==> src/rtl/alu_accumulator_if.sv <==
// Operand/result handshake bundle for alu_accumulator.
//   master: operand source and result consumer (drives in_valid, op, a, b,
//           use_acc, acc_clr, out_ready; observes in_ready and the result side)
//   slave : the ALU (drives in_ready, out_valid, result, result_hi and flags)
interface alu_accumulator_if #(
  parameter int unsigned WIDTH = 8
);
  logic             in_valid;
  logic             in_ready;
  logic [2:0]       op;
  logic [WIDTH-1:0] a;
  logic [WIDTH-1:0] b;
  logic             use_acc;
  logic             acc_clr;
  logic             out_valid;
  logic             out_ready;
  logic [WIDTH-1:0] result;
  logic [WIDTH-1:0] result_hi;
  logic             carry;
  logic             overflow;
  logic             zero;
  logic             dbz;

  modport master (
    output in_valid, op, a, b, use_acc, acc_clr, out_ready,
    input  in_ready, out_valid, result, result_hi, carry, overflow, zero, dbz
  );

  modport slave (
    input  in_valid, op, a, b, use_acc, acc_clr, out_ready,
    output in_ready, out_valid, result, result_hi, carry, overflow, zero, dbz
  );
endinterface

==> src/rtl/alu_accumulator.sv <==
// ALU with accumulator for the calculator core.
// Single-cycle ADD/SUB/OR/AND/XOR/EQ, iterative WIDTH-step MUL (shift-add) and
// DIV (restoring). Results can be chained through the accumulator.
// Ports:
//   clk  - clock, all registers update on posedge
//   rst  - synchronous active-high reset
//   bus  - alu_accumulator_if.slave: operand handshake (in_valid/in_ready, op,
//          a, b, use_acc, acc_clr) and result handshake (out_valid/out_ready,
//          result, result_hi, carry, overflow, zero, dbz)
module alu_accumulator #(
  parameter int unsigned WIDTH = 8
) (
  input  logic               clk,
  input  logic               rst,
  alu_accumulator_if.slave   bus
);
  localparam int unsigned CW = $clog2(WIDTH + 1);

  typedef enum logic [1:0] {IDLE, BUSY, DONE} state_e;
  typedef enum logic [2:0] {
    OP_ADD, OP_SUB, OP_OR, OP_AND, OP_XOR, OP_EQ, OP_MUL, OP_DIV
  } op_e;

  state_e           state;
  logic             in_ready_r, out_valid_r;
  logic [WIDTH-1:0] result_r, result_hi_r;
  logic             carry_r, overflow_r, zero_r, dbz_r;
  logic [WIDTH-1:0] acc;

  // Iterative datapath: hi = partial product / remainder,
  // lo = multiplier / quotient, mcand = multiplicand / divisor.
  logic [WIDTH-1:0] hi, lo, mcand;
  logic             is_div;
  logic [CW-1:0]    cnt;

  // Single-cycle operation results
  op_e              op_in;
  logic [WIDTH-1:0] opa;
  logic [WIDTH:0]   sum_ext, diff_ext;
  logic [WIDTH-1:0] s_res;
  logic             s_carry, s_ovf;

  // One iteration of MUL / DIV
  logic [WIDTH:0]   mul_sum, div_sh;
  logic [WIDTH-1:0] div_sub;
  logic             div_ge;
  logic [WIDTH-1:0] step_hi, step_lo;

  assign op_in = op_e'(bus.op);

  always_comb begin
    opa      = bus.use_acc ? acc : bus.a;
    sum_ext  = {1'b0, opa} + {1'b0, bus.b};
    diff_ext = {1'b0, opa} - {1'b0, bus.b};
    s_res    = '0;
    s_carry  = 1'b0;
    s_ovf    = 1'b0;
    case (op_in)
      OP_ADD: begin
        s_res   = sum_ext[WIDTH-1:0];
        s_carry = sum_ext[WIDTH];
        s_ovf   = (opa[WIDTH-1] == bus.b[WIDTH-1]) && (s_res[WIDTH-1] != opa[WIDTH-1]);
      end
      OP_SUB: begin
        s_res   = diff_ext[WIDTH-1:0];
        s_carry = diff_ext[WIDTH];  // borrow
        s_ovf   = (opa[WIDTH-1] != bus.b[WIDTH-1]) && (s_res[WIDTH-1] != opa[WIDTH-1]);
      end
      OP_OR:   s_res = opa | bus.b;
      OP_AND:  s_res = opa & bus.b;
      OP_XOR:  s_res = opa ^ bus.b;
      OP_EQ:   s_res = WIDTH'(opa == bus.b);
      default: s_res = '0;
    endcase
  end

  always_comb begin
    mul_sum = {1'b0, hi} + (lo[0] ? {1'b0, mcand} : '0);
    div_sh  = {hi, lo[WIDTH-1]};
    div_ge  = div_sh >= {1'b0, mcand};
    // When div_ge holds the difference is below mcand, so WIDTH bits suffice.
    div_sub = div_sh[WIDTH-1:0] - mcand;
    if (is_div) begin
      step_hi = div_ge ? div_sub : div_sh[WIDTH-1:0];
      step_lo = {lo[WIDTH-2:0], div_ge};
    end else begin
      step_hi = mul_sum[WIDTH:1];
      step_lo = {mul_sum[0], lo[WIDTH-1:1]};
    end
  end

  always_ff @(posedge clk) begin
    if (rst) begin
      state       <= IDLE;
      in_ready_r  <= 1'b1;
      out_valid_r <= 1'b0;
      result_r    <= '0;
      result_hi_r <= '0;
      carry_r     <= 1'b0;
      overflow_r  <= 1'b0;
      zero_r      <= 1'b0;
      dbz_r       <= 1'b0;
      acc         <= '0;
      hi          <= '0;
      lo          <= '0;
      mcand       <= '0;
      is_div      <= 1'b0;
      cnt         <= '0;
    end else begin
      // A result load later in this block overrides the clear.
      if (bus.acc_clr) acc <= '0;
      case (state)
        IDLE: begin
          if (bus.in_valid) begin
            in_ready_r <= 1'b0;
            if (op_in == OP_MUL || op_in == OP_DIV) begin
              state  <= BUSY;
              is_div <= (op_in == OP_DIV);
              hi     <= '0;
              lo     <= (op_in == OP_DIV) ? opa : bus.b;
              mcand  <= (op_in == OP_DIV) ? bus.b : opa;
              cnt    <= CW'(WIDTH);
            end else begin
              state       <= DONE;
              out_valid_r <= 1'b1;
              result_r    <= s_res;
              result_hi_r <= '0;
              carry_r     <= s_carry;
              overflow_r  <= s_ovf;
              zero_r      <= (s_res == '0);
              dbz_r       <= 1'b0;
              acc         <= s_res;
            end
          end
        end
        BUSY: begin
          hi  <= step_hi;
          lo  <= step_lo;
          cnt <= cnt - 1'b1;
          if (cnt == CW'(1)) begin
            state       <= DONE;
            out_valid_r <= 1'b1;
            result_r    <= step_lo;
            result_hi_r <= step_hi;
            carry_r     <= 1'b0;
            overflow_r  <= 1'b0;
            zero_r      <= (step_lo == '0);
            // Divide-by-zero needs no special path: every trial subtract
            // succeeds (quotient all ones) and the remainder shifts in A.
            dbz_r       <= is_div && (mcand == '0);
            acc         <= step_lo;
          end
        end
        DONE: begin
          if (bus.out_ready) begin
            state       <= IDLE;
            out_valid_r <= 1'b0;
            in_ready_r  <= 1'b1;
          end
        end
        default: state <= IDLE;
      endcase
    end
  end

  assign bus.in_ready  = in_ready_r;
  assign bus.out_valid = out_valid_r;
  assign bus.result    = result_r;
  assign bus.result_hi = result_hi_r;
  assign bus.carry     = carry_r;
  assign bus.overflow  = overflow_r;
  assign bus.zero      = zero_r;
  assign bus.dbz       = dbz_r;
endmodule

==> src/flat_wrapper.sv <==
// flat-port wrapper written by rule: the top's interface ports become plain ports
module alu_accumulator_flat 
#(
  parameter int unsigned WIDTH = 8
)
  (clk, rst, bus_in_valid, bus_op, bus_a, bus_b, bus_use_acc, bus_acc_clr, bus_out_ready, bus_in_ready, bus_out_valid, bus_result, bus_result_hi, bus_carry, bus_overflow, bus_zero, bus_dbz);
  alu_accumulator_if #(.WIDTH(WIDTH)) bus_i ();
  input  logic clk;
  input  logic rst;
  input wire logic [$bits(bus_i.in_valid)-1:0] bus_in_valid;
  input wire logic [$bits(bus_i.op)-1:0] bus_op;
  input wire logic [$bits(bus_i.a)-1:0] bus_a;
  input wire logic [$bits(bus_i.b)-1:0] bus_b;
  input wire logic [$bits(bus_i.use_acc)-1:0] bus_use_acc;
  input wire logic [$bits(bus_i.acc_clr)-1:0] bus_acc_clr;
  input wire logic [$bits(bus_i.out_ready)-1:0] bus_out_ready;
  output wire logic [$bits(bus_i.in_ready)-1:0] bus_in_ready;
  output wire logic [$bits(bus_i.out_valid)-1:0] bus_out_valid;
  output wire logic [$bits(bus_i.result)-1:0] bus_result;
  output wire logic [$bits(bus_i.result_hi)-1:0] bus_result_hi;
  output wire logic [$bits(bus_i.carry)-1:0] bus_carry;
  output wire logic [$bits(bus_i.overflow)-1:0] bus_overflow;
  output wire logic [$bits(bus_i.zero)-1:0] bus_zero;
  output wire logic [$bits(bus_i.dbz)-1:0] bus_dbz;
  assign bus_i.in_valid = bus_in_valid;
  assign bus_i.op = bus_op;
  assign bus_i.a = bus_a;
  assign bus_i.b = bus_b;
  assign bus_i.use_acc = bus_use_acc;
  assign bus_i.acc_clr = bus_acc_clr;
  assign bus_i.out_ready = bus_out_ready;
  assign bus_in_ready = bus_i.in_ready;
  assign bus_out_valid = bus_i.out_valid;
  assign bus_result = bus_i.result;
  assign bus_result_hi = bus_i.result_hi;
  assign bus_carry = bus_i.carry;
  assign bus_overflow = bus_i.overflow;
  assign bus_zero = bus_i.zero;
  assign bus_dbz = bus_i.dbz;
  alu_accumulator #(.WIDTH(WIDTH)) u_core (.clk(clk), .rst(rst), .bus(bus_i));
endmodule
==> config.mk <==
export PLATFORM = sky130hd
export DESIGN_NAME = alu_accumulator_flat
export DESIGN_NICKNAME = d
export VERILOG_FILES = /design/src/rtl/alu_accumulator_if.sv /design/src/rtl/alu_accumulator.sv /design/src/flat_wrapper.sv
export SDC_FILE = /design/constraint.sdc
export NUM_CORES = 1
export LEC_CHECK = 0
export BUFFER_PORTS_ARGS = -buffer_cell sky130_fd_sc_hd__buf_2
export CORE_MARGIN = 2
export CORE_UTILIZATION = 65
export CTS_CLUSTER_DIAMETER = 100
export CTS_CLUSTER_SIZE = 10
export DETAILED_ROUTE_END_ITERATION = 8
export GPL_TIMING_DRIVEN = 0
export PLACE_DENSITY = 0.85
export SYNTH_ARGS = -nofsm -noshare
export SYNTH_HDL_FRONTEND = slang
export SYNTH_SLANG_ARGS = --single-unit
==> constraint.sdc <==
create_clock -name clk -period 4.5 [get_ports clk]
set_clock_uncertainty 0.1 [all_clocks]
set_input_delay 0.225 -clock clk [delete_from_list [all_inputs] [get_ports clk]]
set_output_delay 0.225 -clock clk [all_outputs]
set_load 0.05 [all_outputs]
==> results.txt <==
RSZ-0062 raised after global routing - no
critical path class - flip-flop to flip-flop
Via density - 6.69
Hold Fails Final Rpt - 0
Initial Util - 0.671
CP arrival - 3560 ps
Cell Rows - 32
area post-placement - 5540 um2
Crit. End Element - flip-flop
Async SR Flop Fraction - 0
clk slew on worst S/H paths - 80 ps
Final ANT Viol Nets - 0
Final setup violation count - 0
Post-synth EDFFs - 0
FF-to-FF path depth - 10
max-cap viol count - 0
All-Layer GR Usage - 0.383
Gate power share - 0.318
total power - 0.00160 W
Clk network pwr share - 0.314
DRC viols - 0
CTS Buf Count - 9
status - completed
PwrDens - 279 nW/um2
worst-path fanout max - 5
sequential area share after synthesis - 0.235
critical path, cell by cell - mux2i_1 -> inv_1 -> ha_1 -> fa_1 -> a211oi_1 -> o311ai_0 -> o311a_2 -> o21ai_0 -> nor3_1 -> a32o_1
Max-slew headroom - 0.531
Synth top area share - 0.235
# resized after CTS - 0
Synth cell types - 73
DR vias - 5643
Yosys Warn Count - 0
Flop pwr share - 0.368
fmax - 0.292 GHz
HP Class - primary input to flip-flop
Final Slew Violations - 0
area grow syn2layout - 10.4%
Post-Syn Nets - 755
Slowest cell on crit path - mux2i_1
gate count after technology mapping - 682
Lkg Pwr - 2.47 nW
Syn Area/Cell - 7.61 um2
Post-CTS Setup Bufs - 0
Simple-Gate Fraction of Synth Area - 0.215
Worst Max-Slew Pin Slew - 696 ps
TritonCTS clock tree - yes
post-synthesis mux area share - 0.0511
Hold Path End - u_core.state[1]
vias in the first global route - 5261
Slowest Stage Delay on Critical Path - 520 ps
most area-hungry cell type in the Yosys netlist - dfxtp_1
HPWL after DPL - 12700 um
Int Power - 0.000999 W
Die ar. - 8710 um2
reg2reg start - u_core.acc[0]
CP required - 4640 ps
fin nets - 810
first-pass GRT wire length - 26000 um
H-tree Lvls - 3
P_sw - 0.000597 W
register area - 1220 um2
CP startpoint kind - flip-flop
xor/xnor share of the synthesized area - 0.0287
Hold Path Cell Cnt - 4
area of the multi-input gates - 3650 um2
Setup TNS Final - 0 ps
r2r setup slk - 1080 ps
root buffer cell - clkbuf_8
CTS sink count - 61
Max clock buf depth - 2
Primary FF master, synth - dfxtp_1
Skew-Pair Late Insertion Delay - 350 ps
Placer Congestion - 0.963
Hold Startpoint - bus_out_ready
Area contributors post-synth - dfxtp_1, ha_1, nand2_1
# hold bufs at CTS - 0
PortBufs - 44
drt first-iter violations - 595
n_diodes - 0
fill count - 618
total gr overflow - 0
core box area - 7730 um2
Ports - 47
Adder-Cell Fraction of Synth Area - 0.122
Cell Area, Synth - 5190 um2
Post-Layout Inst Area - 5730 um2
#FFs+latches synth - 61
Final Cycle Share - 0.760
min Tclk post-route - 3420 ps
Switching Fraction - 0.374
Wirelength per Cell - 19.7 um
Fin Hold WS - 105 ps
die width - 93.3 um
Die Span Y - 93.3 um
First-pass DRT Iterations - 7
largest net degree at the start of global routing - 12
largest family of logic cells by synthesized area - compound AO/OA/AOI/OAI gates
Total Wirelength - 16600 um
Compound-Gate Fraction of Synth Area - 0.288
worst r2r dst - u_core.bus.zero
peak supply drop - 190 uV
layout cells sized above 1 - 0.129
initial antenna violation count - 0
-- worst max path at each step --
stage / endpoint / depth (start not counted) / from
2_1_floorplan: u_core.acc[4] / 12 / bus_use_acc
3_3_place_gp: u_core.bus.zero / 11 / bus_use_acc
3_5_place_dp: u_core.bus.zero / 11 / bus_use_acc
4_1_cts: u_core.bus.zero / 10 / u_core.acc[0]
5_1_grt: u_core.bus.zero / 10 / u_core.acc[0]
6_report: u_core.bus.zero / 10 / u_core.acc[0]
-- cell type report --
cell class	count	share of cell area
clock buffer	11	0.0229
timing repair buffer	44	0.0385
inverter	40	0.0262
multi-input combinational	543	0.638
clock inverter	5	0.0105
sequential	61	0.213
tap	102	0.0223
buffer	38	0.0286
-- synthesized netlist by cell type (9+ instances only) --
cell and instances:
nand2_1 78, nor2_1 65, dfxtp_1 61, a21oi_1 57, ha_1 44, inv_1 39, o21ai_0 36, clkbuf_1 25
o211ai_1 25, mux2i_1 22, nand2b_1 16, a211oi_1 13, nand3_1 12, nor2b_1 11, nor3_1 11, a22o_1 10
and2_1 10, a21o_1 9, xnor2_1 9
-- kinds of logic (layout without fill, tap and decap cells) --
kind of cell / after synthesis / in the layout
AO/OA/AOI/OAI: 218 / 218
buffers and inverters: 78 / 138
AND/OR/NAND/NOR: 234 / 234
adder cells (fa/ha/maj): 48 / 48
flip-flops: 61 / 61
multiplexers: 26 / 26
XOR/XNOR: 17 / 17
-- layer usage --
layer  part of all wire  wire length, um  GRT usage
met4              0.048              802      0.195
met2               0.46             7700      0.634
met1               0.40             6590      0.471
met3              0.092             1540     0.0733
met5                  0                0          0
-- through the flow --
| stage | instances | util | setup slack (ps) |
|---|---|---|---|
| 3_3_place_gp | 828 | 0.716 | 1020 |
| 3_5_place_dp | 828 | 0.716 | 937 |
| 4_1_cts | 844 | 0.741 | 1190 |
| 5_1_grt | 844 | 0.741 | 946 |
| 6_report | 844 | 0.741 | 1080 |
| 2_1_floorplan | 682 | - | 1650 |
-- placed cells by master (no fill, tap or decap), types with 4 or more instances in the layout --
cell type  synthesis  layout
or2_2              4       4
o211ai_1          25      25
or4_1              4       4
dfxtp_1           61      61
o21bai_1           6       6
nor3_1            11      11
nand2b_1          16      16
buf_2              8      52
and2_1            10      10
a21o_1             9       9
o31ai_1            4       4
nor2_1            65      65
mux2_2             4       4
mux2i_1           22      22
a211o_1            6       6
nand2_1           78      78
inv_1             39      39
ha_1              44      44
a21oi_1           57      57
o21ai_0           36      36
nor4_1             7       7
a311oi_1           5       5
nand3_1           12      12
clkbuf_8           0       9
xnor2_1            9       9
clkbuf_1          25      27
a221oi_1           5       5
a31oi_1            5       5
a211oi_1          13      13
a22o_1            10      10
nor2b_1           11      11
xor2_1             8       8
fa_1               4       4
-- worst max-delay path: cells and delay by family, from the launching register on --
kind / cells / cell delay [ps]
AOI/OAI and AO/OA: 5 / 1460
adders and majority gates: 2 / 680
buffers and inverters: 1 / 100
DFF: 1 / 310
muxes: 1 / 520
and+or+nand+nor: 1 / 140
-- power by group through the flow --
stage               clock [W]  combinational [W]  sequential [W]
finish               0.000501           0.000508        0.000587
global route         0.000521           0.000542        0.000589
CTS                  0.000492           0.000493        0.000586
detailed placement          0           0.000489        0.000598
global placement            0           0.000477        0.000597
floorplan                   0           0.000328        0.000623
-- flip-flops by register name (all words and copies together), names as in the netlist --
signal,count
u_core.bus.result_hi,8
u_core.acc,8
u_core.bus.result,8
u_core.bus.dbz,1
u_core.lo,8
u_core.is_div,1
u_core.hi,8
u_core.bus.in_ready,1
u_core.mcand,8
u_core.bus.out_valid,1
u_core.cnt,4
u_core.bus.carry,1
u_core.state,2
u_core.bus.zero,1
u_core.bus.overflow,1
(Power assumes the default switching activity.)
